==> src/rtl/serial_word_feeder.sv <==
// Word FIFO feeding a serialiser: pops a word, pulses o_start, then paces per-bit frequency selects.
// Optional sticky write-when-full flag enabled by defining SERIAL_FEEDER_OVERFLOW_EN.
module serial_word_feeder #(
    parameter int unsigned DATA_BIT  = 16,
    parameter int unsigned LOW_FREQ  = 20,
    parameter int unsigned HIGH_FREQ = 10,
    parameter int unsigned DEPTH     = 4
) (
    input  logic                      clk,
    input  logic                      rst,
    input  logic                      i_wr_en,
    input  logic [DATA_BIT-1:0]       i_wr_data,
    input  logic [DATA_BIT-1:0]       i_wr_freq_mask,
    input  logic                      i_go,
    input  logic                      i_abort,
    input  logic                      i_done_tick,
    output logic                      o_start,
    output logic                      o_stop,
    output logic [DATA_BIT-1:0]       o_data,
    output logic                      o_sel_freq,
    output logic                      o_empty,
    output logic                      o_full,
    output logic                      o_busy,
    output logic [$clog2(DEPTH):0]    o_level,
    output logic                      o_overflow
);

    localparam int unsigned AW   = $clog2(DEPTH);
    localparam int unsigned BW   = (DATA_BIT > 1) ? $clog2(DATA_BIT) : 1;
    localparam int unsigned MaxP = (LOW_FREQ > HIGH_FREQ) ? LOW_FREQ : HIGH_FREQ;
    localparam int unsigned CW   = (MaxP > 1) ? $clog2(MaxP) : 1;

    localparam logic [AW:0]   FullLevel = DEPTH[AW:0];
    localparam logic [BW-1:0] LastBit   = BW'(DATA_BIT - 1);
    localparam logic [CW-1:0] LowLast   = CW'(LOW_FREQ - 1);
    localparam logic [CW-1:0] HighLast  = CW'(HIGH_FREQ - 1);

    typedef enum logic [1:0] {StIdle, StStart, StSend, StWaitDone} state_e;

    state_e                state_q, state_d;
    logic [DATA_BIT-1:0]   word_q, word_d;
    logic [DATA_BIT-1:0]   mask_q, mask_d;
    logic [BW-1:0]         bit_q, bit_d;
    logic [CW-1:0]         cnt_q, cnt_d;
    logic                  stop_q, stop_d;

    logic [2*DATA_BIT-1:0] mem_q [DEPTH];
    logic [AW-1:0]         wr_ptr_q, rd_ptr_q;
    logic [AW:0]           count_q;
    logic                  empty, full, push, pop;
    logic [CW-1:0]         period_last;
    logic                  last_bit;
    logic [BW-1:0]         next_bit;

    assign empty = (count_q == '0);
    assign full  = (count_q == FullLevel);
    // Abort flushes this cycle, so neither a write nor a pop may land.
    assign push  = i_wr_en & ~full & ~i_abort;
    assign pop   = (state_q == StIdle) & i_go & ~empty & ~i_abort;

    always_ff @(posedge clk or posedge rst) begin
        if (rst) begin
            wr_ptr_q <= '0;
            rd_ptr_q <= '0;
            count_q  <= '0;
        end else if (i_abort) begin
            wr_ptr_q <= '0;
            rd_ptr_q <= '0;
            count_q  <= '0;
        end else begin
            if (push) wr_ptr_q <= wr_ptr_q + AW'(1);
            if (pop)  rd_ptr_q <= rd_ptr_q + AW'(1);
            count_q <= count_q + {{AW{1'b0}}, push} - {{AW{1'b0}}, pop};
        end
    end

    always_ff @(posedge clk) begin
        if (push) mem_q[wr_ptr_q] <= {i_wr_freq_mask, i_wr_data};
    end

    assign period_last = mask_q[bit_q] ? HighLast : LowLast;
    assign last_bit    = (bit_q == LastBit);
    assign next_bit    = bit_q + BW'(1);

    always_comb begin
        state_d = state_q;
        word_d  = word_q;
        mask_d  = mask_q;
        bit_d   = bit_q;
        cnt_d   = cnt_q;
        stop_d  = 1'b0;
        if (i_abort) begin
            state_d = StIdle;
            stop_d  = (state_q != StIdle);
        end else begin
            unique case (state_q)
                StIdle: begin
                    if (pop) begin
                        state_d          = StStart;
                        {mask_d, word_d} = mem_q[rd_ptr_q];
                    end
                end
                StStart: begin
                    state_d = StSend;
                    bit_d   = '0;
                    cnt_d   = '0;
                end
                StSend: begin
                    if (cnt_q == period_last) begin
                        cnt_d = '0;
                        if (last_bit) state_d = StWaitDone;
                        else          bit_d   = next_bit;
                    end else begin
                        cnt_d = cnt_q + CW'(1);
                    end
                end
                StWaitDone: begin
                    if (i_done_tick) state_d = StIdle;
                end
                default: state_d = StIdle;
            endcase
        end
    end

    always_ff @(posedge clk or posedge rst) begin
        if (rst) begin
            state_q <= StIdle;
            word_q  <= '0;
            mask_q  <= '0;
            bit_q   <= '0;
            cnt_q   <= '0;
            stop_q  <= 1'b0;
        end else begin
            state_q <= state_d;
            word_q  <= word_d;
            mask_q  <= mask_d;
            bit_q   <= bit_d;
            cnt_q   <= cnt_d;
            stop_q  <= stop_d;
        end
    end

    // During bit k the serialiser is told the frequency of bit k+1 ahead of time.
    always_comb begin
        o_sel_freq = 1'b0;
        unique case (state_q)
            StStart: o_sel_freq = mask_q[0];
            StSend:  o_sel_freq = last_bit ? 1'b0 : mask_q[next_bit];
            default: o_sel_freq = 1'b0;
        endcase
    end

    assign o_start = (state_q == StStart);
    assign o_busy  = (state_q != StIdle);
    assign o_stop  = stop_q;
    assign o_data  = word_q;
    assign o_empty = empty;
    assign o_full  = full;
    assign o_level = count_q;

`ifdef SERIAL_FEEDER_OVERFLOW_EN
    logic ovf_q;

    always_ff @(posedge clk or posedge rst) begin
        if (rst)                  ovf_q <= 1'b0;
        else if (i_abort)         ovf_q <= 1'b0;
        else if (i_wr_en && full) ovf_q <= 1'b1;
    end

    assign o_overflow = ovf_q;
`else
    assign o_overflow = 1'b0;
`endif

endmodule

==> config.mk <==
export PLATFORM = sky130hd
export DESIGN_NAME = serial_word_feeder
export DESIGN_NICKNAME = d
export VERILOG_FILES = /design/src/rtl/serial_word_feeder.sv
export SDC_FILE = /design/constraint.sdc
export NUM_CORES = 1
export LEC_CHECK = 0
export ABC_AREA = 1
export BUFFER_PORTS_ARGS = -buffer_cell sky130_fd_sc_hd__buf_2
export CORE_ASPECT_RATIO = 1.4
export CORE_MARGIN = 2
export CORE_UTILIZATION = 30
export CTS_CLUSTER_DIAMETER = 150
export DETAILED_ROUTE_END_ITERATION = 6
export PLACE_DENSITY_LB_ADDON = 0.15
export SLEW_MARGIN = 25
export SYNTH_ARGS = -nofsm -noshare
export SYNTH_HDL_FRONTEND = slang
export SYNTH_SLANG_ARGS = --single-unit
export TNS_END_PERCENT = 50
==> constraint.sdc <==
create_clock -name clk -period 4.1 [get_ports clk]
set_input_delay 0.615 -clock clk [delete_from_list [all_inputs] [get_ports clk]]
set_output_delay 0.615 -clock clk [all_outputs]
set_load 0.05 [all_outputs]
==> flow_metrics.tcl, run 1 <==
set metrics [dict create \
    drv_cap 0 \
    hold_viol_final 0 \
    drv_slew 0 \
    antenna_left 0 \
    synthTopCellsByCount "128 x edfxtp_1, 92 x o21ai_0, 82 x nor2_1" \
    p_per_area_mw_per_mm2 639 \
    power.leakage_nw 3.31 \
    dieWidth_um 137 \
    grt_max_degree 67 \
    holdBufCountCts 0 \
    layout.nets 731 \
    area_growth_pct 16.5 \
    syn_avg_cell_area_um2 11.9 \
    max_stage_delay_ps 720 \
    r2r_slack_ps 1760 \
    routed_wl_mm 16.9 \
    ir_drop_v 0.000344 \
    drt_iter0_markers 280 \
    register_area_mm2 0.00512 \
    path_max_fanout 20 \
    numCtsBuffers 17 \
    clk_pin_slew_worst_paths_ps 70 \
    clock.fmax_mhz 308 \
    ios 64 \
    vias 4750 \
    preCtsSetupSlack_ps 1350 \
    path_class "reg -> out" \
    yosys-top-cells-area "edfxtp_1 52%, dfrtp_1 17%, o21ai_0 6.2%" \
    async_flop_share_pct 28.5 \
    fin_hold_ws_ps 248 \
    end_kind "output port" \
    fin_util_pct 35.3 \
    grt_usage_pct 13.8 \
    grt_pass1_vias 4962 \
    setup_viol 0 \
    wl_per_cell_um 16.7 \
    post-synth-top-area-fraction_pct 51.9 \
    skew_ps 8.36 \
    clock-root-buffer "clkbuf_16" \
    viasPerCell 4.71 \
    maxSlewHeadroom_pct 51.5 \
    holdCritPathClass "in -> async" \
    layout-drive-gt1-share_pct 18.9 \
    synth_most_common_cell "edfxtp_1" \
    cts_buffer_depth 2 \
    min_period_ps 3250 \
    finalPower_mw 5.52 \
    clk_latency_ps 430 \
    status "finished, final reports clean" \
    start_util_pct 30.2 \
    multi_input_area_mm2 0.00200 \
    placementRows 68 \
    rsz0062_at_grt "false" \
    postCtsSetupRepairBufs 0 \
    syn-num-nets 673 \
    worstRegToRegCells 12 \
    arrival_ps 2630 \
    fin_tns_setup_ps 0 \
    drtPass1Iterations 5 \
    synth_warnings 0 \
    ys_types 29 \
    yosysTopAreaCell "edfxtp_1" \
    netlist_area_mm2 0.00741 \
    core-area_mm2 0.0245 \
    grt_pass1_wl_mm 27.1 \
    die-height_um 190 \
    synth_ff_type "edfxtp_1" \
    cts.htree.levels 4 \
    cts.sinks 179 \
    grt_overflow_total 0 \
    antenna_found_initial 1 \
    dieArea_mm2 0.0260 \
    worstPathCellList "ha_1, a21oi_1, o21ai_0, nand3_1, nand3b_1, nand2_1, nand2_1, a21oi_1, buf_2" \
    synth-edff-count 128 \
    fill_cells 2488 \
    worst_pin_slew_ps 726 \
    seq_area_frac_synth_pct 69.1 \
    synth-seq-cells 179 \
    worst_setup_path_start_kind "flip-flop" \
    syn_inst 622 \
    dp_hpwl_mm 10.3 \
    cts_tree "done" \
    cp_data_required_time_ps 3480 \
    globalplace.congestion 0.847 \
    io_buffer_count 62 \
    cpMaxStageDelayCell "dfrtp_1" \
    timing.final.ws_setup_ps 854 \
    post-route-period-util_pct 79.2 \
    drcViolationCount 0 \
    cts_resized 0 \
]
placed cells by master (no fill, tap or decap), types with 4 or more instances in the layout:
cell type,n
edfxtp_1,128
o21ai_0,92
nor2_1,76
buf_2,62
nand2_1,61
dfrtp_1,50
inv_1,45
o22ai_1,33
nand3_1,25
clkbuf_16,17
mux2_2,16
a21oi_1,15
ha_1,12
buf_4,9
xor2_1,6
nand4_1,6
nor2_4,5
clkbuf_8,4
clkbuf_1,4
layer usage:
| metal | GRT usage [%] | share of wire [%] | vias to the layer above |
|---|---|---|---|
| met2 | 24.5 | 51 | 92 |
| li1 | - | - | 2296 |
| met3 | 3.54 | 4.0 | 19 |
| met4 | 4.76 | 1.7 | 0 |
| met1 | 16.1 | 43 | 2343 |
| met5 | 0 | 0 | - |
registers in the layout, summed over array words and instances, names as in the netlist, 2 cells and up:
signal and cells:
o_data 16, state_q 2, mask_q 16, bit_q 4
rd_ptr_q 2, o_level 3, mem_q 128, wr_ptr_q 2
cnt_q 5
path summary, 6_finish.rpt:
kind	startpoint	end
max	bit_q[0]$_DFFE_PP0P_	o_sel_freq
min	rst	o_level[0]$_DFF_PP0_
max reg2reg	o_level[1]$_DFF_PP0_	o_level[2]$_DFF_PP0_
min reg2reg	o_data[11]$_DFFE_PP0P_	o_data[11]$_DFFE_PP0P_
max in group asynchronous	rst	rd_ptr_q[0]$_DFFE_PP0P_
min in group clk	i_wr_freq_mask[15]	mem_q[3][31]$_DFFE_PP_
cell type report:
class                      instances  share of cell area, %
antenna                            2                 0.0579
clock buffer                      25                   5.74
clock inverter                     6                  0.652
inverter                          48                   2.14
multi-input combinational        363                   23.2
sequential                       179                   59.3
tap                              315                   4.56
timing repair buffer              71                   4.37
through the flow:
step	cell area, µm²	instances
after floorplan	7410	622
after CTS	8630	1007
after global placement	8080	976
final	8640	1009
after global routing	8630	1007
after detailed placement	8080	976
logic make-up (layout without fill, tap and decap cells):
group           after synthesis  after routing  synth area share (%)
xor+xnor                      7              7                 0.827
compound gates              141            141                  10.1
flops                       179            179                  69.1
fa+ha+maj                    13             13                  2.30
simple gates                185            185                  10.8
other cells                   1              3                0.0506
buf+inv                      80            150                  4.44
mux                          16             16                  2.43
worst max-delay path: cells and delay by family, from the launching register on:
family | cells | cell delay (ps)
flip-flops | 1 | 720
AO/OA/AOI/OAI | 3 | 460
adder cells (fa/ha/maj) | 1 | 410
buffers and inverters | 1 | 290
AND/OR/NAND/NOR | 4 | 320
where the power goes:
| group | switching (mW) | total [mW] | internal [mW] |
|---|---|---|---|
| logic | 1.18 | 1.63 | 0.453 |
| registers | 0.139 | 2.36 | 2.22 |
| clock network | 0.637 | 1.53 | 0.893 |
(Power assumes the default switching activity.)
==> inputs of run 2 (changes only) <==
==> constraint.sdc (replaced) <==
create_clock -name clk -period 2.7 [get_ports clk]
set_input_delay 0.405 -clock clk [delete_from_list [all_inputs] [get_ports clk]]
set_output_delay 0.405 -clock clk [all_outputs]
set_load 0.05 [all_outputs]
==> run 2 against run 1 <==
Effect of this change:
- clock power rose by 58%
- cell area rose by 2.3%
- critical endpoint unchanged
- critical path depth rose by 1
- highest routed layer is now met5
- clock skew rose by 1.3 ps
- wire length fell by 0.24%
- sequential power rose by 53%
- sequential cell count did not move
- non-clock buffer count rose by 5
- final cell count rose by 0.40%
- combinational power rose by 58%
- register-to-register slack got worse by 1400 ps
- first-iteration DRC count rose by 1.1%
==> flow_metrics.tcl, run 2 (synthesis results as in run 1) <==
set metrics [dict create \
    status "finished, final reports clean" \
    cp_data_required_time_ps 2300 \
    globalplace.congestion 0.825 \
    final_common_cell "edfxtp_1" \
    antenna_found_initial 2 \
    fill_cells 2447 \
    regMostFlops "mem_q" \
    ir_drop_v 0.000711 \
    top_signal_layer_used "met5" \
    drv_slew 0 \
    placementRows 68 \
    routed_wl_mm 16.8 \
    grt_max_degree 61 \
    path_max_fanout 6 \
    clk_latency_ps 420 \
    grt_usage_pct 13.8 \
    maxSlewHeadroom_pct 60.4 \
    preCtsSetupSlack_ps 373 \
    core-area_mm2 0.0245 \
    setup_viol 0 \
    holdBufCountCts 0 \
    worst_setup_path_start_kind "flip-flop" \
    final_cells 1013 \
    dieWidth_um 137 \
    antenna_left 0 \
    rsz0062_at_grt "false" \
    cts_buffer_depth 2 \
    arrival_ps 2160 \
    post-route-period-util_pct 95.2 \
    wl_per_cell_um 16.6 \
    skew_ps 9.67 \
    p_per_area_mw_per_mm2 973 \
    cts_tree "done" \
    drtPass1Iterations 4 \
    grt_overflow_total 0 \
    wl_met2_mm 8.77 \
    power.leakage_nw 3.38 \
    diodes 0 \
    layout.nets 736 \
    wl_met1_mm 7.21 \
    dieArea_mm2 0.0260 \
    wl_met3_um 630 \
    fin_tns_setup_ps 0 \
    dp.cells 979 \
    die-height_um 190 \
    clock.fmax_mhz 389 \
    hold_viol_final 0 \
    start_util_pct 30.2 \
    worst_pin_slew_ps 595 \
    viasPerCell 4.69 \
    layout-drive-gt1-share_pct 20.3 \
    vias 4755 \
    timing.final.ws_setup_ps 131 \
    clock-root-buffer "clkbuf_16" \
    dp_hpwl_mm 10.3 \
    cts.sinks 179 \
    holdCritPathClass "in -> async" \
    min_period_ps 2570 \
    most-common-layout-cells "128 x edfxtp_1, 92 x o21ai_0, 77 x nor2_1" \
    drt_iter0_markers 283 \
    largest_reg_flops 128 \
    numCtsBuffers 17 \
    cts.htree.levels 4 \
    clk_pin_slew_worst_paths_ps 70 \
    grt_pass1_wl_mm 26.9 \
    path_class "reg -> out" \
    ios 64 \
    grt_pass1_vias 4926 \
    end_kind "output port" \
    drcViolationCount 0 \
    drv_cap 0 \
    area_growth_pct 19.2 \
    io_buffer_count 62 \
]
[run 2: cell types whose count changed in the layout (fill, tap and decap cells not counted), sizes merged]
cell	previous run	this run
clkinv	4	3
diode	2	0
buf	71	76
clkinvlp	1	0
clkbuf	25	28
[run 2: where the power goes]
part	internal, mW	leakage (nW)	switching (mW)
Clock	1.46	0.288	0.961
Combinational	0.770	1.29	1.80
Sequential	3.37	1.80	0.240
Total	5.60	3.38	3.00
[run 2: path summary, 6_finish.rpt]
path	start	cells after the start	to	slack [ps]
max in group asynchronous	rst	3	bit_q[1]$_DFFE_PP0P_	2080
worst min-delay path	rst	2	o_stop$_DFF_PP0_	20
min in group clk	i_wr_freq_mask[6]	1	mem_q[0][22]$_DFFE_PP_	190
worst max-delay path	bit_q[1]$_DFFE_PP0P_	10	o_sel_freq	130
worst min register to register	o_data[5]$_DFFE_PP0P_	1	o_data[5]$_DFFE_PP0P_	500
worst max register to register	o_level[1]$_DFF_PP0_	12	o_level[2]$_DFF_PP0_	370
[run 2: critical path, stage by stage, from the launching register on]
cell and delay [ps]:
dfrtp_2 440, ha_4 310, inv_1 80, a21oi_1 130
o21ai_0 120, nand3_1 90, nand3_1 70, nand2_1 80
nand2_1 60, a21oi_1 140, buf_4 220
[run 2: per-stage QoR]
step           power [mW]  hold WS, ps  util (%)  cell area, µm²
4_1_cts              8.70         36.2      35.9            8800
3_5_place_dp         6.24          491      33.5            8200
6_report             8.60         23.5      36.0            8830
3_3_place_gp         6.20          487      33.5            8200
2_1_floorplan        5.50          490         -            7440
5_1_grt              9.10         40.4      36.0            8830
[run 2: routing by layer]
metal  global-route usage (%)  vias to the layer above
met2                     24.2                       90
li1                         -                     2305
met3                     3.52                       18
met4                     5.11                        4
met1                     16.2                     2338
met5                        0                        -
[run 2: what timing repair did]
item | 4_1_cts | 5_1_grt
hold endpoints to repair | 0 | 0
endpoints found under the setup margin | 1 | 1
resized for setup | 2 | 4
buffers inserted | 0 | 2
gates cloned | 0 | 0
pin swaps | 0 | 0
[run 2: area by class of cell]
| class | instances | area, µm² | area share, % |
|---|---|---|---|
| clock inverters | 4 | 45.0 | 0.510 |
| flip-flops and latches | 179 | 5130 | 58.0 |
| inverters | 48 | 183 | 2.07 |
| multi-input cells | 363 | 2040 | 23.0 |
| repair buffers | 76 | 509 | 5.76 |
| clock buffers | 28 | 541 | 6.12 |
| well taps | 315 | 394 | 4.46 |
